==> config.mk <==
export PLATFORM = sky130hd
export DESIGN_NAME = iot_stream_tx
export DESIGN_NICKNAME = d
export VERILOG_FILES = /design/src/rtl/iot_pkg.sv /design/src/rtl/iot_sync_fifo.sv /design/src/rtl/iot_stream_tx.sv
export SDC_FILE = /design/constraint.sdc
export NUM_CORES = 2
export LEC_CHECK = 0
export ABC_CLOCK_PERIOD_IN_PS = 19600
export CAP_MARGIN = 5
export CORE_MARGIN = 8
export CORE_UTILIZATION = 30
export CTS_CLUSTER_SIZE = 20
export DETAILED_ROUTE_END_ITERATION = 6
export PLACE_DENSITY = 0.57
export SYNTH_ARGS = -nofsm -noshare
export SYNTH_HDL_FRONTEND = slang
export SYNTH_HIERARCHICAL = 1
export SYNTH_SLANG_ARGS = --single-unit
==> constraint.sdc <==
create_clock -name clk -period 19.6 [get_ports clk]
set_input_delay 1.96 -clock clk [delete_from_list [all_inputs] [get_ports clk]]
set_output_delay 1.96 -clock clk [all_outputs]
set_load 0.1 [all_outputs]
==> src/rtl/iot_pkg.sv <==
`timescale 1ns/1ps
// Shared constants and types for the IoT filter-engine source driver.
package iot_pkg;

  localparam int unsigned BLK_W         = 128;
  localparam int unsigned BYTE_W        = 8;
  localparam int unsigned BYTES_PER_BLK = 16;
  localparam int unsigned CNT_W         = $clog2(BYTES_PER_BLK);
  localparam int unsigned FN_W          = 3;
  localparam int unsigned SENT_W        = 16;

  // Engine function codes
  localparam logic [FN_W-1:0] ENCRYPT  = 3'd1;
  localparam logic [FN_W-1:0] DECRYPT  = 3'd2;
  localparam logic [FN_W-1:0] CRC_GEN  = 3'd3;
  localparam logic [FN_W-1:0] TOP2MAX  = 3'd4;
  localparam logic [FN_W-1:0] LAST2MIN = 3'd5;

  // Transmit FSM states
  typedef enum logic [1:0] {
    ST_IDLE = 2'd0,
    ST_LOAD = 2'd1,
    ST_SEND = 2'd2
  } tx_state_t;

endpackage

==> src/rtl/iot_sync_fifo.sv <==
`timescale 1ns/1ps
// Single-clock FIFO with wrap-bit pointers; head is the oldest entry.
module iot_sync_fifo #(
  parameter int unsigned WIDTH = 128,
  parameter int unsigned DEPTH = 4
) (
  input  logic             clk,
  input  logic             rst,
  input  logic             push,
  input  logic             pop,
  input  logic [WIDTH-1:0] data,
  output logic             full,
  output logic             empty,
  output logic [WIDTH-1:0] head
);

  localparam int unsigned AW = $clog2(DEPTH);

  logic [WIDTH-1:0] mem [DEPTH];
  logic [AW:0]      wr_ptr;
  logic [AW:0]      rd_ptr;
  logic             do_push;
  logic             do_pop;

  // A push into a full FIFO is accepted only when the head leaves in the same cycle
  assign do_pop  = pop && !empty;
  assign do_push = push && (!full || do_pop);
  assign empty   = (wr_ptr == rd_ptr);
  assign full    = (wr_ptr[AW] != rd_ptr[AW]) && (wr_ptr[AW-1:0] == rd_ptr[AW-1:0]);
  assign head    = mem[rd_ptr[AW-1:0]];

  // Storage and pointers; storage cleared so the head reads zero out of reset
  always_ff @(posedge clk or posedge rst) begin
    if (rst) begin
      for (int i = 0; i < int'(DEPTH); i++) mem[i] <= '0;
      wr_ptr <= '0;
      rd_ptr <= '0;
    end else begin
      if (do_push) begin
        mem[wr_ptr[AW-1:0]] <= data;
        wr_ptr              <= wr_ptr + (AW+1)'(1);
      end
      if (do_pop) rd_ptr <= rd_ptr + (AW+1)'(1);
    end
  end

endmodule

==> src/rtl/iot_stream_tx.sv <==
`timescale 1ns/1ps
// Buffers 128-bit blocks, streams them LSB-byte first to the filter engine,
// and queues the engine results for a downstream consumer.
module iot_stream_tx
  import iot_pkg::*;
#(
  parameter int unsigned BLK_DEPTH = 4,
  parameter int unsigned RES_DEPTH = 2
) (
  input  logic               clk,
  input  logic               rst,
  input  logic [FN_W-1:0]    fn_cfg,
  input  logic               blk_valid,
  output logic               blk_ready,
  input  logic [BLK_W-1:0]   blk_data,
  output logic [FN_W-1:0]    fn_sel,
  input  logic               busy,
  output logic               in_en,
  output logic [BYTE_W-1:0]  iot_in,
  input  logic               valid,
  input  logic [BLK_W-1:0]   iot_out,
  output logic               res_valid,
  input  logic               res_ready,
  output logic [BLK_W-1:0]   res_data,
  output logic               res_ovf,
  output logic [SENT_W-1:0]  blk_sent
);

  tx_state_t          state;
  tx_state_t          state_nxt;
  logic [BLK_W-1:0]   shift_reg;
  logic [CNT_W-1:0]   byte_cnt;
  logic               fn_latched;

  logic               blk_full;
  logic               blk_empty;
  logic [BLK_W-1:0]   blk_head;
  logic               blk_push;
  logic               blk_pop;
  logic               load;
  logic               shift;
  logic               sent_inc;

  logic               res_full;
  logic               res_empty;
  logic               res_pop;

  assign blk_ready = !blk_full;
  assign blk_push  = blk_valid && !blk_full;

  iot_sync_fifo #(.WIDTH(BLK_W), .DEPTH(BLK_DEPTH)) u_blk_fifo (
    .clk   (clk),
    .rst   (rst),
    .push  (blk_push),
    .pop   (blk_pop),
    .data  (blk_data),
    .full  (blk_full),
    .empty (blk_empty),
    .head  (blk_head)
  );

  assign res_pop   = res_ready && !res_empty;
  assign res_valid = !res_empty;

  iot_sync_fifo #(.WIDTH(BLK_W), .DEPTH(RES_DEPTH)) u_res_fifo (
    .clk   (clk),
    .rst   (rst),
    .push  (valid),
    .pop   (res_pop),
    .data  (iot_out),
    .full  (res_full),
    .empty (res_empty),
    .head  (res_data)
  );

  // Byte strobe follows the engine's busy directly while sending
  assign in_en  = (state == ST_SEND) && !busy;
  assign iot_in = shift_reg[BYTE_W-1:0];

  // FSM state register
  always_ff @(posedge clk or posedge rst) begin
    if (rst) state <= ST_IDLE;
    else     state <= state_nxt;
  end

  // Next-state and datapath controls; last byte reloads directly when a block waits
  always_comb begin
    state_nxt = state;
    blk_pop   = 1'b0;
    load      = 1'b0;
    shift     = 1'b0;
    sent_inc  = 1'b0;
    case (state)
      ST_IDLE: begin
        if (!blk_empty) begin
          blk_pop   = 1'b1;
          load      = 1'b1;
          state_nxt = ST_LOAD;
        end
      end
      ST_LOAD: state_nxt = ST_SEND;
      ST_SEND: begin
        if (!busy) begin
          shift = 1'b1;
          if (byte_cnt == CNT_W'(BYTES_PER_BLK - 1)) begin
            sent_inc = 1'b1;
            if (!blk_empty) begin
              blk_pop = 1'b1;
              load    = 1'b1;
            end else begin
              state_nxt = ST_IDLE;
            end
          end
        end
      end
      default: state_nxt = ST_IDLE;
    endcase
  end

  // Shift register and byte counter
  always_ff @(posedge clk or posedge rst) begin
    if (rst) begin
      shift_reg <= '0;
      byte_cnt  <= '0;
    end else if (load) begin
      shift_reg <= blk_head;
      byte_cnt  <= '0;
    end else if (shift) begin
      shift_reg <= shift_reg >> BYTE_W;
      byte_cnt  <= byte_cnt + CNT_W'(1);
    end
  end

  // Function select captured once on the first accepted block
  always_ff @(posedge clk or posedge rst) begin
    if (rst) begin
      fn_sel     <= '0;
      fn_latched <= 1'b0;
    end else if (blk_push && !fn_latched) begin
      fn_sel     <= fn_cfg;
      fn_latched <= 1'b1;
    end
  end

  // Completed-block counter, wraps naturally
  always_ff @(posedge clk or posedge rst) begin
    if (rst)           blk_sent <= '0;
    else if (sent_inc) blk_sent <= blk_sent + SENT_W'(1);
  end

  // Sticky overflow when a result arrives into a full FIFO that is not draining
  always_ff @(posedge clk or posedge rst) begin
    if (rst)                               res_ovf <= 1'b0;
    else if (valid && res_full && !res_pop) res_ovf <= 1'b1;
  end

endmodule

[Word level (Yosys, flattened, before mapping)]
Cells that the tools add are included.
Word-level totals
  logic and storage cells: 102
  latch bits: 0
  memories kept: 0
  bits of input ports: 265
  memory bits (writable): 0
  output and inout port bits: 159
  register bits: 933
  ROM bits: 0
Operators by class
  reductions and logical operators: 26
  add/subtract/negate cells: 6
  bitwise operators: 4
  muxes and demuxes: 30
  divide/modulo/power cells: 0
  $lt $le $gt $ge: 6
  equal/unequal tests: 13
  shifts and indexed selects: 0
  multiply operators: 0
Operator list (count)
  two-way mux 128 bit: 9
  bitwise mux 512 bit: 1
  binary-select mux 128 bit (select 2 bit): 1
  bitwise mux 256 bit: 1
  demux 128 bit (select 2 bit): 1
  demux 128 bit (select 1 bit): 1
  adder 16 x 1 -> 16 bit (second input constant): 1
  logical AND 1 bit: 14
  two-way mux 1 bit: 8
  two-way mux 2 bit: 4
  two-way mux 4 bit: 2
  zero test 1 bit: 7
  adder 3 x 1 -> 3 bit (second input constant): 2
  >= comparator 3 bit (second input constant): 2
  != test 2 bit (second input constant): 3
  inverter 2 -> 3 bit: 2
  one-hot mux 2 bit (3 select lines): 1
  adder 2 x 1 -> 2 bit (second input constant): 2
  adder 4 x 1 -> 4 bit (second input constant): 1
  == test 2 bit: 2
  == test 4 bit (second input constant): 1
  >= comparator 2 bit (second input constant): 2
  inverter 1 -> 2 bit: 2
  AND reduction 4 bit: 1
  other kinds (12): 14

[Logic depth before layout (Yosys ltp)]
  word-level depth: 8
  gate-level depth with buffers: 12
  gate-level depth less buffers: 9

[By module]
The synthesis kept the hierarchy.
By module, submodules not included
  iot_sync_fifo (u_blk_fifo): area an instance 24136.9 sq um, instances 1, cells an instance 1276, seq. area each 12962.4 sq um
  iot_sync_fifo (u_res_fifo): area an instance 11375.9 sq um, instances 1, cells an instance 712, seq. area each 6506.2 sq um
  iot_stream_tx: area an instance 6697.7 sq um, instances 1, cells an instance 649, seq. area each 3878.7 sq um

[Least setup slack after synthesis]
Ideal clock, no wire load.
  path type: input to output
  start: in busy
  end: out in_en
  path slack: 14967 ps
  data arrival time: 2673 ps
  buffers on the path: 1
  cell stages on the path: 3
  data required time: 17640 ps
  cell sequence: or3b_1 buf_2 clkinv_4
Between the ends
  cells in the longest elaborated chain, start to end: 2
RTL lines
  from (decl): RTL line iot_stream_tx.sv:17  | input logic busy,
  zero test 1 bit
  logical AND 1 bit: RTL line iot_stream_tx.sv:77  | assign in_en = (state == ST_SEND) && !busy;
  to (decl): RTL line iot_stream_tx.sv:18  | output logic in_en,
Every way passes these cells.

[Final worst setup path]
Same ends and word-level chain as after synthesis.

==> impl_results.md <==
- Outcome: finished clean
- Max_cap viols: 0
- Routed WL: 106 mm
- Largest net degree at the start of global routing: 132
- Std-Cell Rows: around 140
- CTS sink cnt: 933
- CTS Buf Count: 104
- RSZ-0062 raised after global routing: false
- Final cell count without fillers: 4997
- Boundary pin count: 424
- Startpoint Class: primary input
- Pre-Repair DR Iteration Count: 4
- Crit-path max cell delay: between 1 and 1.5 ns
- Slew Limit Headroom: 25.9%
- Vias in the first global route: ~25000
- Vias: 23300
- Crit Path Class: in -> out
- Post-synth cell types: 48
- Net Count, Synth: 2909
- Worst-path fanout max: 7
- Worst Path Buf+Inv: 3
- Fin nets: 3300
- Core Area: approximately 140000 um2
- Gr usage total: 13.7%
- Hold Crit Class: reg -> reg
- Max Clock Skew: approximately 0.042 ns
- Area share of the largest cell type after synthesis: 55.3%
- Slack of the critical path: 13.20 ns
- Initial antenna violation count: 33
- GPL Wtd Cong: 0.725
- Fin area: 51000 um2
- Post-synth ARST share: 100%
- Critical-path cell list: clkdlybuf4s50_1 > or3b_1 > clkinv_4 > clkdlybuf4s50_1
- Die Y: 391 um
- Gate Count Post-Synth: 2637
- Req. time, crit path: 17.64 ns
- DRC violations left: 0
- Post-Synthesis Cell Area: 42200 um2
- Final Hold Viols: 0
- Largest register FFs: 512
- Place WS: ~13 ns
- DP Area: roughly 47000 um2
- Post-DRT Antenna Nets: 0
- CTS tree: built
- Buffer count from post-CTS setup fixing: 0
- Avg Inst Size Synth: roughly 16 um2
- Tmin final: 6.40 ns
- Crit path from: busy
- Final setup fails: 0
- CTS hold repair buffers: 0
- Sequential element share of the synthesized area: 55.3%
- Worst-margin pin slew: 1.11 ns
- Setup TNS: 0 ns
- Fin crit share: between 30% and 40%
- First-pass GRT wire length: roughly 160 mm
- Reg2reg start: u_blk_fifo/rd_ptr[1]$_DFFE_PP0P_
- Number of synthesized flops with an enable pin: 0
- Share of layout cells above drive strength 1: 40.5%
- Hold path start: fn_latched$_DFFE_PP0P_
- Crit-path most repeated cell: clkdlybuf4s50_1
- Commonest non-fill, non-tap cell in the layout: dfrtp_1
- Iter 0 DRT Violations: roughly 1300
- Area Growth Syn to Fin: 20.9%
- Worst-path clk slew: about 0.06 ns
- Starting density of the core: 30.3%
- Chip width: 391 um
- Clk Latency, worst-skew pair: 0.73 ns
- # placed instances: 4798
- Fillers: 13300
- Die area: approximately 150000 um2
- Vias per inst: around 4.7
- Port Buffer Count: 423
- Yosys Warn Count: 6
- Most frequent cells in the layout: dfrtp_1, mux2_2, clkdlybuf4s50_1
- Area leader, netlist: dfrtp_1
- CTS root buf: clkbuf_16
- Detail Placement HPWL: approximately 66 mm
- WL/cell: between 20 and 25 um
- Grt total ovfl: 0
- Post-CTS sizing: 0
- Slowest-stage cell, CP: clkdlybuf4s50_1
- Top cells by area, synth: dfrtp_1, mux2_2, mux2_4, mux4_2, nand2_1
- Final Slew Violations: 0
- Max Freq: 156 MHz
- Ys flop type: dfrtp_1
- WP data arrival: 4.44 ns
- CP top delay family: buffers and inverters
- Clock Tree Buf Depth: 3
- Seq cells post-synth: 933
- Worst Setup End Kind: output pin
- H-tree depth: 3
-- synthesized netlist by cell type, types with 3 or more instances --
master,count
mux2_2,598
a21oi_1,5
buf_1,7
buf_4,13
a22oi_1,120
clkbuf_8,3
ha_1,7
nand2_1,251
a22o_1,8
and2_1,5
nor2_1,14
dfrtp_1,933
xor2_1,9
mux4_2,128
nand4_1,6
inv_1,10
o41ai_4,4
mux2_4,300
buf_2,37
buf_6,69
clkbuf_1,20
xnor2_1,17
mux2_1,6
nand3_1,6
buf_12,30
-- cells by family (layout without fill, tap and decap cells) --
| family | Yosys count | in the layout | synth area share [%] |
|---|---|---|---|
| AO/OA/AOI/OAI | 148 | 148 | 2.85 |
| AND/OR/NAND/NOR | 297 | 297 | 2.90 |
| XOR/XNOR | 29 | 29 | 0.708 |
| buffers and inverters | 190 | 663 | 4.38 |
| other | 0 | 11 | 0 |
| adder cells (fa/ha/maj) | 7 | 7 | 0.207 |
| multiplexers | 1033 | 1033 | 33.6 |
| flip-flops | 933 | 933 | 55.3 |
-- routing by layer --
layer / up-vias / wire, um / global-route usage [%]
met3: 168 / 7690 / 4.53
met4: 28 / 2210 / 3.30
met1: 12200 / 49100 / 18.9
li1: 10400 / - / -
met2: 537 / 47100 / 20.8
met5: - / 163 / 0
-- worst paths after layout --
kind | depth (start not counted) | end | slack (ns)
worst max-delay path | 4 | in_en | 13.20
worst min-delay path | 1 | fn_latched$_DFFE_PP0P_ | 0.47
worst max register to register | 9 | u_blk_fifo/mem[141]$_DFFE_PP0P_ | 14.66
worst min register to register | 1 | fn_latched$_DFFE_PP0P_ | 0.47
max in group asynchronous | 4 | u_res_fifo/mem[211]$_DFFE_PP0P_ | 15.10
min in group asynchronous | 2 | u_blk_fifo/mem[319]$_DFFE_PP0P_ | 2.12
-- through the flow --
stage          hold slack (ns)  utilization, %
3_5_place_dp             0.466            33.9
2_1_floorplan            0.440               -
6_report                 0.474            36.6
3_3_place_gp             0.456            33.9
5_1_grt                  0.507            36.5
4_1_cts                  0.481            36.5
-- final cells by class --
type,count,area [um2],share of cell area [%]
Sequential cell,933,23400,45.8
Timing Repair Buffer,464,4540,8.90
Antenna cell,11,27.5,0.0540
Multi-Input combinational cell,1514,17100,33.4
Clock buffer,155,3100,6.09
Clock inverter,33,514,1.01
Tap cell,1876,2350,4.60
Inverter,11,68.8,0.135
Power is not shown: default switching activity piles up to over one toggle a cycle in this logic, so the estimate is an artifact.
